===== config.mk =====
export PLATFORM = sky130hd
export DESIGN_NAME = round_robin_arbiter
export DESIGN_NICKNAME = d
export VERILOG_FILES = /design/src/rtl/arbiter_pkg.sv /design/src/rtl/onehot_priority_encoder.sv /design/src/rtl/round_robin_arbiter.sv
export SDC_FILE = /design/constraint.sdc
export NUM_CORES = 1
export LEC_CHECK = 0
export CELL_PAD_IN_SITES_DETAIL_PLACEMENT = 0
export CELL_PAD_IN_SITES_GLOBAL_PLACEMENT = 1
export CORE_AREA = 2 2 39 41
export CTS_CLUSTER_DIAMETER = 80
export DETAILED_ROUTE_END_ITERATION = 8
export DIE_AREA = 0 0 41 43
export PLACE_DENSITY_LB_ADDON = 0.1
export SLEW_MARGIN = 20
export SYNTH_ARGS = -nofsm -noshare
export SYNTH_HDL_FRONTEND = slang
export SYNTH_SLANG_ARGS = --single-unit

===== constraint.sdc =====
create_clock -name i_clock -period 3.7 [get_ports i_clock]
set_input_delay 0.37 -clock i_clock [delete_from_list [all_inputs] [get_ports i_clock]]
set_output_delay 0.37 -clock i_clock [all_outputs]
set_load 0.05 [all_outputs]

===== src/rtl/arbiter_pkg.sv =====
// Shared types and helpers for the round-robin arbiter.
package arbiter_pkg;

  localparam int unsigned OH_MAX_W = 64;
  localparam int unsigned OH_IDX_W = $clog2(OH_MAX_W);

  typedef enum logic {
    ARB_IDLE  = 1'b0,
    ARB_GRANT = 1'b1
  } arb_state_e;

  // Binary index of a one-hot vector (zero for an all-zero vector).
  function automatic logic [OH_IDX_W-1:0] onehot_to_idx(input logic [OH_MAX_W-1:0] oh);
    logic [OH_IDX_W-1:0] idx;
    idx = '0;
    for (int unsigned i = 0; i < OH_MAX_W; i++) begin
      if (oh[i]) idx = idx | OH_IDX_W'(i);
    end
    return idx;
  endfunction

endpackage


===== src/rtl/onehot_priority_encoder.sv =====
// One-hot lowest-index priority encoder: isolates the lowest set bit of i_in.
module onehot_priority_encoder #(
  parameter int unsigned IW = 4
) (
  input  logic [IW-1:0] i_in,
  output logic [IW-1:0] o_onehot,
  output logic          o_valid
);

  // Two's-complement trick keeps only the lowest set bit.
  assign o_onehot = i_in & (~i_in + IW'(1));
  assign o_valid  = |i_in;

endmodule


===== src/rtl/round_robin_arbiter.sv =====
// N-way round-robin arbiter with registered one-hot grant and index.
// Optional grant locking is enabled by defining ROUND_ROBIN_ARBITER_LOCK_EN.
module round_robin_arbiter
  import arbiter_pkg::*;
#(
  parameter int unsigned N    = 4,
  parameter int unsigned IDXW = $clog2(N)
) (
  input  logic            i_clock,
  input  logic            i_reset,
  input  logic [N-1:0]    i_req,
  output logic [N-1:0]    o_gnt,
  output logic            o_gnt_valid,
  output logic [IDXW-1:0] o_gnt_idx
);

  arb_state_e      state_q, state_d;
  logic [IDXW-1:0] last_q, last_d;
  logic [N-1:0]    gnt_q, gnt_d;
  logic [IDXW-1:0] gnt_idx_q, gnt_idx_d;

  logic [N-1:0]    mask_c;
  logic [N-1:0]    hi_c;
  logic [N-1:0]    hi_oh_c;
  logic            hi_valid_c;
  logic [N-1:0]    raw_oh_c;
  logic            raw_valid_c;
  logic [N-1:0]    winner_c;
  logic [IDXW-1:0] winner_idx_c;
  logic            hold_c;

  // Rotating mask: only positions strictly after the last winner.
  always_comb begin
    mask_c = '0;
    for (int unsigned k = 0; k < N; k++) begin
      mask_c[k] = (k > 32'(last_q));
    end
  end

  assign hi_c = i_req & mask_c;

  onehot_priority_encoder #(.IW(N)) u_enc_masked (
    .i_in     (hi_c),
    .o_onehot (hi_oh_c),
    .o_valid  (hi_valid_c)
  );

  onehot_priority_encoder #(.IW(N)) u_enc_raw (
    .i_in     (i_req),
    .o_onehot (raw_oh_c),
    .o_valid  (raw_valid_c)
  );

  // Masked path wins when it has any request; otherwise wrap to the raw path.
  assign winner_c     = hi_valid_c ? hi_oh_c : raw_oh_c;
  assign winner_idx_c = IDXW'(onehot_to_idx(OH_MAX_W'(winner_c)));

`ifdef ROUND_ROBIN_ARBITER_LOCK_EN
  // Current owner keeps the grant while its request stays high.
  assign hold_c = (state_q == ARB_GRANT) && i_req[gnt_idx_q];
`else
  assign hold_c = 1'b0;
`endif

  // Next-state and next-grant selection.
  always_comb begin
    state_d   = state_q;
    last_d    = last_q;
    gnt_d     = gnt_q;
    gnt_idx_d = gnt_idx_q;
    if (hold_c) begin
      state_d = ARB_GRANT;
    end else if (raw_valid_c) begin
      state_d   = ARB_GRANT;
      gnt_d     = winner_c;
      gnt_idx_d = winner_idx_c;
      last_d    = winner_idx_c;
    end else begin
      state_d   = ARB_IDLE;
      gnt_d     = '0;
      gnt_idx_d = '0;
    end
  end

  // State and output registers; reset makes requester 0 top priority.
  always_ff @(posedge i_clock) begin
    if (i_reset) begin
      state_q   <= ARB_IDLE;
      last_q    <= IDXW'(N - 1);
      gnt_q     <= '0;
      gnt_idx_q <= '0;
    end else begin
      state_q   <= state_d;
      last_q    <= last_d;
      gnt_q     <= gnt_d;
      gnt_idx_q <= gnt_idx_d;
    end
  end

  assign o_gnt       = gnt_q;
  assign o_gnt_valid = (state_q == ARB_GRANT);
  assign o_gnt_idx   = gnt_idx_q;

endmodule


==> flow_summary.json <==
{
  "hold_path_depth": 2,
  "finalMaxSlewViolations": 0,
  "postLayoutCellArea_um2": 553.0,
  "p_clk_share_pct": 28.9,
  "grt_pass1_vias": 317,
  "clk_latency_ps": 260,
  "grt_pass1_wl_um": 1290,
  "ctsHoldBuffers": 0,
  "worstSetupPathType": "reg -> out",
  "num-fill-cells": 155,
  "setup_viol": 0,
  "combPwrFrac_pct": 27.2,
  "hpwl_um": 611.4,
  "fp.dieW_um": 41,
  "p_seq_share_pct": 43.9,
  "placedCellCount": 73,
  "vias": 375,
  "max-cap-violations": 0,
  "rsz0062_at_grt": "false",
  "crit_required_ps": 3330,
  "switchingPower_w": 0.00008316,
  "finalClockSkew_ps": 12.77,
  "drt_first_pass_iters": 4,
  "post_route_cells_drive_above_1_share_pct": 14.75,
  "gr-usage-all-layers_pct": 11.08,
  "slew_headroom_pct": 67.27,
  "place_area_um2": 525.5,
  "cts_resized": 0,
  "arrival_ps": 1360,
  "ys_async_sr_fraction_pct": 0,
  "worst_pin_slew_ps": 489.4,
  "path_cells": "clkdlybuf4s50_1",
  "ys_ff_latch": 9,
  "wl_um": 832,
  "sw_frac_of_total_pct": 32.42,
  "ctsLongestPathBuffers": 2,
  "cts.root.buffer_cell": "clkbuf_4",
  "synth_area_um2": 407.9,
  "synth_edf_count": 0,
  "netlist_instances": 49,
  "synth_area_leader_cell": "dfxtp_1",
  "cts.clk_slew.worst_paths_ps": 70,
  "endpoint_kind": "primary output",
  "cts.sinks": 9,
  "cts_tree": "built",
  "p_leak_nw": 0.2196,
  "die_area_mm2": 0.001763,
  "drt_iter0_drc": 6,
  "synth_flop_cell": "dfxtp_1",
  "antenna_cells": 0,
  "synth_area_per_cell_um2": 8.324,
  "yosys.area.top_type_share_pct": 44.17,
  "worst-path-stages": 1,
  "syn-num-nets": 55,
  "worstRegToRegCells": 4,
  "internal-power_w": 0.0001734,
  "hold_viol_final": 0,
  "synth.most_common_cell": "dfxtp_1",
  "synth.yosys.seq_area_share_pct": 44.17,
  "floorplan.initialDensity_pct": 29.48,
  "ant_nets": 0,
  "layout_setup_ws_ps": 1970,
  "syn2layout_area_growth_pct": 35.58,
  "cts_max_level": 1,
  "crit_slowest_cell": "clkdlybuf4s50_1",
  "max_freq_mhz": 578.1,
  "ys_types": 22,
  "vias_per_cell": 4.870,
  "die_h_um": 43,
  "final_nets": 68,
  "grt.overflow.total": 0,
  "core-area_mm2": 0.001384,
  "startpoint_type": "flip-flop",
  "setup_tns_ps": 0,
  "avgRoutedWirePerCell_um": 10.81,
  "synthTopCellsByArea": "dfxtp_1 (44%), a21oi_1 (9.8%), nor2_1 (7.4%)",
  "synth_common_cells": "dfxtp_1 (9), a21oi_1 (8), nor2_1 (8), inv_1 (3)",
  "hold_path.class": "reg -> reg",
  "yosys_warnings": 0,
  "power_density_mw_per_mm2": 463.9,
  "place_congestion": 0.7009,
  "cp_max_fo": 1,
  "multi_input_area_um2": 193.9,
  "slowest_delay_ps": 790,
  "numCtsBuffers": 3,
  "post_cts_buffers": 0,
  "grt_max_degree": 11,
  "regArea_um2": 180.2,
  "ir_drop_v": 0.0001272,
  "final.min_clock_period_ps": 1730,
  "port_buffers": 12,
  "cp_num_buf_inv": 1,
  "ios": 13,
  "antenna_found_initial": 0,
  "drc": 0,
  "finalCritPeriodShare_pct": 46.75,
  "cp_top_family": "buffers and inverters",
  "dpl_worst_slack_ps": 1722,
  "instances_no_fill": 77,
  "outcome": "finished clean",
  "num_rows": 14
}
[state kept, by name, indices dropped and copies added, names as in the netlist]
register,count
o_gnt_idx,2
o_gnt,4
last_q,2
o_gnt_valid,1
[worst register-to-register path: cells and delay by family (launching register included)]
| family | cells | cell delay, ps |
|---|---|---|
| flops | 1 | 480 |
| simple gates | 2 | 530 |
| compound gates | 2 | 280 |
[power by group through the flow]
stage,clock network [W],registers (W),logic (W)
4_1_cts,0.0000772,0.000113,0.0000703
5_1_grt,0.0000805,0.000114,0.0000759
6_report,0.0000742,0.000113,0.0000698
3_5_place_dp,0,0.000115,0.0000702
2_1_floorplan,0,0.000130,0.0000340
3_3_place_gp,0,0.000115,0.0000709
[final cells by class]
cell class,count,share of cell area [%]
clock buffers,3,4.072
multi-input cells,33,35.07
flip-flops and latches,9,32.58
inverters,3,2.036
well taps,16,3.620
repair buffers,12,21.72
clock inverters,1,0.9050
[layer usage]
metal / track usage (%) / share of wire (%)
met1: 13.64 / 46
met2: 15.63 / 46
met3: 0 / 5.8
met4: 12.00 / 2.3
met5: 0 / 0
[logic make-up (layout without fill, tap and decap cells)]
| kind of cell | Yosys count | after routing | share of synthesized area [%] |
|---|---|---|---|
| DFF | 9 | 9 | 44.17 |
| and+or+nand+nor | 16 | 16 | 19.94 |
| buffers and inverters | 7 | 19 | 8.279 |
| AOI/OAI and AO/OA | 17 | 17 | 27.61 |
[cells in the final DEF, fill, tap and decap left out]
master and instances:
dfxtp_1 9, or2_2 2, o32ai_1 1, a21oi_1 8, nand3b_1 1, nor4b_1 1, o21a_1 1, o32a_2 1
clkdlybuf4s50_1 12, o21ai_2 1, nor2_1 8, o22ai_1 1, clkinv_2 1, a21oi_2 1, clkbuf_4 3, a2bb2oi_1 1
inv_1 3, nand2b_1 1, o21ai_0 1, o211ai_1 1, nand2_1 2, or3b_1 1
[final timing paths]
kind	startpoint	end	slack, ps
setup / recovery	o_gnt[3]	o_gnt[3]	1970
hold / removal	last_q[0]	o_gnt[0]	630
setup reg to reg	last_q[1]	last_q[0]	2290
hold reg to reg	last_q[0]	o_gnt[0]	630
[through the flow]
| stage | hold WS, ps | total power, W | util [%] |
|---|---|---|---|
| 3_3_place_gp | 617.5 | 0.0001861 | 37.97 |
| 6_report | 630.7 | 0.0002565 | 39.96 |
| 5_1_grt | 678.1 | 0.0002704 | 39.96 |
| 3_5_place_dp | 602.9 | 0.0001848 | 37.97 |
| 2_1_floorplan | 526.1 | 0.0001637 | - |
| 4_1_cts | 629.0 | 0.0002601 | 39.96 |
No activity file was read; power rests on OpenSTA's default activity.
